[src/rtl/ahbl_wrap4_master.sv]
// Adapts a 128-bit line read/write request into one AHB-Lite WRAP4 burst of 32-bit beats.
// Optional critical-word-first ordering is enabled by defining AHBL_WRAP4_CRITICAL_WORD_EN.
module ahbl_wrap4_master #(
  parameter int unsigned W_HADDR   = 32,
  parameter int unsigned W_HDATA   = 32,
  parameter logic [3:0]  HPROT_VAL = 4'b0011
) (
  input  logic                   clk,
  input  logic                   rst_n,
  input  logic                   req_valid,
  output logic                   req_ready,
  input  logic                   req_write,
  input  logic [W_HADDR-1:0]     req_addr,
  input  logic [4*W_HDATA-1:0]   req_wdata,
  output logic                   resp_valid,
  output logic [4*W_HDATA-1:0]   resp_rdata,
  output logic                   resp_err,
  output logic [W_HADDR-1:0]     ahblm_haddr,
  output logic                   ahblm_hwrite,
  output logic [1:0]             ahblm_htrans,
  output logic [2:0]             ahblm_hsize,
  output logic [2:0]             ahblm_hburst,
  output logic [3:0]             ahblm_hprot,
  output logic                   ahblm_hmastlock,
  output logic [W_HDATA-1:0]     ahblm_hwdata,
  input  logic                   ahblm_hready,
  input  logic                   ahblm_hresp,
  input  logic [W_HDATA-1:0]     ahblm_hrdata
);

  localparam logic [1:0] HTRANS_IDLE   = 2'b00;
  localparam logic [1:0] HTRANS_NONSEQ = 2'b10;
  localparam logic [1:0] HTRANS_SEQ    = 2'b11;

  typedef enum logic [1:0] {
    S_IDLE,
    S_BURST,
    S_RESP
  } state_t;

  state_t                 state_q, state_d;
  logic                   rdy_en_q;
  logic                   write_q, write_d;
  logic [4*W_HDATA-1:0]   wdata_q, wdata_d;
  logic [W_HADDR-5:0]     line_q, line_d;
  logic [1:0]             off0_q, off0_d;
  logic [2:0]             acnt_q, acnt_d;
  logic [1:0]             dcnt_q, dcnt_d;
  logic                   dact_q, dact_d;
  logic                   err_q, err_d;
  logic [4*W_HDATA-1:0]   rdata_q, rdata_d;
  logic                   resp_err_q, resp_err_d;

  logic [1:0]             req_off0;
  logic                   unused_addr;
  logic                   accept;
  logic                   addr_act;
  logic [1:0]             addr_ofs;
  logic [1:0]             data_ofs;

`ifdef AHBL_WRAP4_CRITICAL_WORD_EN
  assign req_off0    = req_addr[3:2];
  assign unused_addr = ^req_addr[1:0];
`else
  assign req_off0    = 2'd0;
  assign unused_addr = ^req_addr[3:0];
`endif

  assign req_ready = (state_q == S_IDLE) && rdy_en_q;
  assign accept    = req_valid && req_ready;

  // Any error response on the data phase kills further address phases in the same cycle.
  assign addr_act = (state_q == S_BURST) && !acnt_q[2] && !err_q &&
                    !(dact_q && ahblm_hresp);

  // Once all four address phases are issued, haddr stays on the last beat's address.
  assign addr_ofs = off0_q + (acnt_q[2] ? 2'd3 : acnt_q[1:0]);
  assign data_ofs = off0_q + dcnt_q;

  assign ahblm_haddr     = {line_q, addr_ofs, 2'b00};
  assign ahblm_hwrite    = write_q;
  assign ahblm_htrans    = addr_act ? ((acnt_q == 3'd0) ? HTRANS_NONSEQ : HTRANS_SEQ)
                                    : HTRANS_IDLE;
  assign ahblm_hsize     = 3'b010;
  assign ahblm_hburst    = 3'b010;
  assign ahblm_hprot     = HPROT_VAL;
  assign ahblm_hmastlock = 1'b0;
  assign ahblm_hwdata    = (dact_q && write_q) ? wdata_q[data_ofs*W_HDATA +: W_HDATA]
                                               : '0;

  assign resp_valid = (state_q == S_RESP);
  assign resp_rdata = rdata_q;
  assign resp_err   = resp_err_q;

  always_comb begin
    state_d    = state_q;
    write_d    = write_q;
    wdata_d    = wdata_q;
    line_d     = line_q;
    off0_d     = off0_q;
    acnt_d     = acnt_q;
    dcnt_d     = dcnt_q;
    dact_d     = dact_q;
    err_d      = err_q;
    rdata_d    = rdata_q;
    resp_err_d = resp_err_q;

    case (state_q)
      S_IDLE: begin
        if (accept) begin
          write_d    = req_write;
          wdata_d    = req_wdata;
          line_d     = req_addr[W_HADDR-1:4];
          off0_d     = req_off0;
          acnt_d     = 3'd0;
          dcnt_d     = 2'd0;
          dact_d     = 1'b0;
          err_d      = 1'b0;
          resp_err_d = 1'b0;
          state_d    = S_BURST;
        end
      end

      S_BURST: begin
        if (addr_act && ahblm_hready) begin
          acnt_d = acnt_q + 3'd1;
        end
        if (ahblm_hready) begin
          dact_d = addr_act;
        end
        if (dact_q && ahblm_hresp && !ahblm_hready) begin
          err_d = 1'b1;
        end
        if (dact_q && ahblm_hready) begin
          if (!ahblm_hresp && !write_q) begin
            rdata_d[data_ofs*W_HDATA +: W_HDATA] = ahblm_hrdata;
          end
          dcnt_d = dcnt_q + 2'd1;
          if (ahblm_hresp || (dcnt_q == 2'd3)) begin
            resp_err_d = ahblm_hresp;
            state_d    = S_RESP;
          end
        end
      end

      S_RESP: begin
        state_d = S_IDLE;
      end

      default: begin
        state_d = S_IDLE;
      end
    endcase
  end

  always_ff @(posedge clk or negedge rst_n) begin
    if (!rst_n) begin
      state_q    <= S_IDLE;
      rdy_en_q   <= 1'b0;
      write_q    <= 1'b0;
      wdata_q    <= '0;
      line_q     <= '0;
      off0_q     <= 2'd0;
      acnt_q     <= 3'd0;
      dcnt_q     <= 2'd0;
      dact_q     <= 1'b0;
      err_q      <= 1'b0;
      rdata_q    <= '0;
      resp_err_q <= 1'b0;
    end else begin
      state_q    <= state_d;
      rdy_en_q   <= 1'b1;
      write_q    <= write_d;
      wdata_q    <= wdata_d;
      line_q     <= line_d;
      off0_q     <= off0_d;
      acnt_q     <= acnt_d;
      dcnt_q     <= dcnt_d;
      dact_q     <= dact_d;
      err_q      <= err_d;
      rdata_q    <= rdata_d;
      resp_err_q <= resp_err_d;
    end
  end

endmodule

[config.mk]
export PLATFORM = sky130hd
export DESIGN_NAME = ahbl_wrap4_master
export DESIGN_NICKNAME = d
export VERILOG_FILES = /design/src/rtl/ahbl_wrap4_master.sv
export SDC_FILE = /design/constraint.sdc
export NUM_CORES = 1
export LEC_CHECK = 0
export CAP_MARGIN = 20
export CORE_MARGIN = 5
export CORE_UTILIZATION = 35
export DETAILED_ROUTE_END_ITERATION = 7
export GPL_TIMING_DRIVEN = 0
export PLACE_DENSITY_LB_ADDON = 0.05
export SLEW_MARGIN = 40
export SYNTH_ARGS = -nofsm -noshare
export SYNTH_HDL_FRONTEND = slang
export SYNTH_SLANG_ARGS = --single-unit
[constraint.sdc]
create_clock -name clk -period 3.3 [get_ports clk]
set_clock_uncertainty 0.15 [all_clocks]
set_input_delay 0.495 -clock clk [delete_from_list [all_inputs] [get_ports clk]]
set_output_delay 0.495 -clock clk [all_outputs]
set_load 0.1 [all_outputs]
==> run_results.csv, run 1 <==
group,metric,value,unit
clocking,cts_tree,"yes",
clocking,clkSinkCount,296,
route,via_count,10533,
route,drt-total-wl,42700,microns
status,status,"finished clean",
route,drt_iter0_markers,462,
timing,fmax,320,MHz
setup_path,cpMaxStageDelayCell,"buf_2",
clocking,cts-buffers-inserted,35,
logic_synthesis,synth_edf_count,0,
logic_synthesis,ys_async_sr_fraction,100,%
route,wl_per_cell,18.2,microns
logic_synthesis,syn-instance-count,1362,
cells_and_area,final_util,48.5,%
setup_path,crit_buf_inv,3,
global_routing,antenna_found_initial,6,
clocking,h-tree-depth,2,
run,drv_cap,0,
cells_and_area,design_area,18300,sq um
logic_synthesis,yosysSeqAreaShare,55.4,%
placement,dp_slack,0.264,ns
timing,fin_crit,3.13,ns
timing,setup_slack,0.173,ns
logic_synthesis,synth_top_cell_by_area,"dfrtp_1",
logic_synthesis,synth.avg_cell_area,9.81,sq um
logic_synthesis,synth_most_common_cell,"nand2_1",
timing,grt_setup_unrepaired,"false",
setup_path,critPathMaxFanout,10,
clocking,cts-root-buf,"clkbuf_16",
setup_path,path_delay_family,"buffers and inverters",
logic_synthesis,synth_common_cells,"nand2_1 (602), dfrtp_1 (296), inv_1 (133), mux2i_1 (129), clkbuf_1 (37)",
clocking,worst_skew_pair.late_latency,0.53,ns
logic_synthesis,yosys-top-cells-area,"dfrtp_1 (55%), nand2_1 (17%), mux2i_1 (9.7%)",
placement,place.gp.congestion,0.824,
placement,io_buffers,389,
global_routing,grt_pass1_wl,65700,microns
global_routing,globalRouteTotalUtil,20.2,%
die,fp.dieH,205,microns
global_routing,grt_remaining_overflow,0,
clocking,cts_buffer_depth,3,
cells_and_area,nets,2011,
die,core,37700,sq um
logic_synthesis,post-synth-top-area-fraction,55.4,%
global_routing,grt_pass1_vias,11189,
timing,report.final.setup_viol,0,
timing,max-slew-margin-rel,54.9,%
timing,tightest_slew,0.676,ns
die,placement_rows,71,
die,die-area,42200,sq um
setup_path,cp-end-kind,"primary output",
logic_synthesis,synth_cell_types,36,
route,first_pass_iters,4,
min_path,hp-class,"input pin to asynchronous set/reset pin",
setup_path,arrival,2.48,ns
die,chipWidth,205,microns
die,initial_core_util,35.5,%
cells_and_area,final_cells,2342,
timing,timing.final.crit_share,94.7,%
placement,dpl.hpwl,31500,microns
timing,hold_viol,0,
setup_path,required,2.65,ns
placement,placed_cells,2278,
route,drc,0,
logic_synthesis,synth.cell_area,13400,sq um
die,io_pins,407,
clocking,cts_setup_buffers,0,
placement,placed_area,17100,sq um
route,avgViaCountPerCell,4.50,
global_routing,grt_max_degree,71,
timing,slew_violations,0,
logic_synthesis,synth_ff_type,"dfrtp_1",
cells_and_area,drive_above_1_share,19.3,%
logic_synthesis,yosysWarnings,0,
setup_path,crit_type,"register to primary output",
setup_path,startpoint_type,"register",
route,postRouteAntennaNets,0,
setup_path,max_stage_delay,0.45,ns
setup_path,crit_top_cell,"buf_2",
logic_synthesis,ys_ff_latch,296,
clocking,clkTransAtPathRegs,0.05,ns
cells_and_area,syn_to_final_growth,36.6,%
setup_path,crit_chain,"buf_2, buf_2, mux4_2, and3_1, buf_2",
-- sequential cells by signal, indices dropped and copies added (netlist names) --
signal        count
state_q           2
err_q             1
resp_err          1
ahblm_hwrite      1
dcnt_q            2
rdy_en_q          1
acnt_q            3
line_q           28
dact_q            1
wdata_q         128
resp_rdata      128
-- final timing paths --
check / slack (ns) / cells after the start / to / from
setup / recovery: 0.17 / 5 / ahblm_hwdata[30] / dcnt_q[1]
hold / removal: 0.30 / 2 / resp_rdata[24] / rst_n
setup reg to reg: 0.26 / 8 / resp_rdata[4] / dcnt_q[1]
hold reg to reg: 0.32 / 2 / wdata_q[87] / wdata_q[87]
max in group asynchronous: 1.64 / 4 / wdata_q[79] / rst_n
min in group clk: 0.32 / 2 / wdata_q[87] / wdata_q[87]
-- worst reg2reg max path: stages (launching register included) --
cell and delay [ns]:
dfrtp_1 0.40, buf_2 0.26, buf_2 0.36, inv_1 0.14, ha_1 0.37, nor3b_2 0.45, clkbuf_1 0.54, nand2_1 0.12
mux2i_1 0.16
-- cells in the final DEF (no fill, tap or decap), drive strengths merged, types with 5 or more instances in the layout --
cell           instances
and3                  32
conb                  14
clkbuf                88
nor2                   6
mux4                  32
nand3                  5
inv                  136
dfrtp                296
ha                     8
mux2i                129
nand2                602
clkdlybuf4s50        192
buf                  255
-- layout make-up --
cell class	count	area, sq um
fill	3671	19400
sequential	296	7410
multi-input combinational	854	4950
timing repair buffer	394	3040
clock buffer	51	1030
tap	511	639
buffer	91	551
inverter	133	499
clock inverter	9	131
antenna	3	7.51
-- cell families after synthesis --
group                    count (synthesis)  synth area share, %
flip-flops                             296                 55.4
AND/OR/NAND/NOR                        659                 20.1
buffers and inverters                  224                 7.85
adder cells (fa/ha/maj)                  8                0.749
AO/OA/AOI/OAI                           10                0.609
multiplexers                           163                 15.2
other                                    2               0.0562
-- timing repair --
| item | in CTS | in global routing |
|---|---|---|
| hold buffers | 1 | 0 |
| gates resized for setup | 1 | 0 |
| endpoints found under the hold margin | 40 | 0 |
| setup endpoints to repair | 10 | 0 |
-- stage by stage --
stage	hold WS (ns)	setup TNS, ns
2_1_floorplan	0.0494	0
3_3_place_gp	0.305	-3594.85
3_5_place_dp	0.270	0
4_1_cts	0.280	0
5_1_grt	0.322	0
6_report	0.298	0
-- routing by layer --
metal	global-route usage, %	part of all wire, %	wire length, microns
met5	0	0.075	32
met1	26.7	43	18300
met3	5.83	8.0	3410
met4	6.24	2.4	1030
met2	32.2	47	20000
Power of run 1 is left out: the tool's default activity adds up to more than one toggle a clock period on the data nets, which glitch-free logic cannot reach.
==> run 2: changes to the inputs <==
--- a/config.mk
+++ b/config.mk
@@ -8,6 +8,7 @@
 export CAP_MARGIN = 20
 export CORE_MARGIN = 5
 export CORE_UTILIZATION = 35
+export CTS_CLUSTER_SIZE = 20
 export DETAILED_ROUTE_END_ITERATION = 7
 export GPL_TIMING_DRIVEN = 0
 export PLACE_DENSITY_LB_ADDON = 0.05
==> results of run 2 <==
The final DEF is identical to that of run 1; final timing and power are the same.
Power of run 2 is left out for the same reason.
==> run 3: changes to the inputs <==
--- a/config.mk
+++ b/config.mk
@@ -16,3 +16,4 @@
 export SYNTH_ARGS = -nofsm -noshare
 export SYNTH_HDL_FRONTEND = slang
 export SYNTH_SLANG_ARGS = --single-unit
+export TNS_END_PERCENT = 20
==> results of run 3 <==
The final DEF is identical to that of run 1; final timing and power are the same.
Power of run 3 is left out for the same reason.
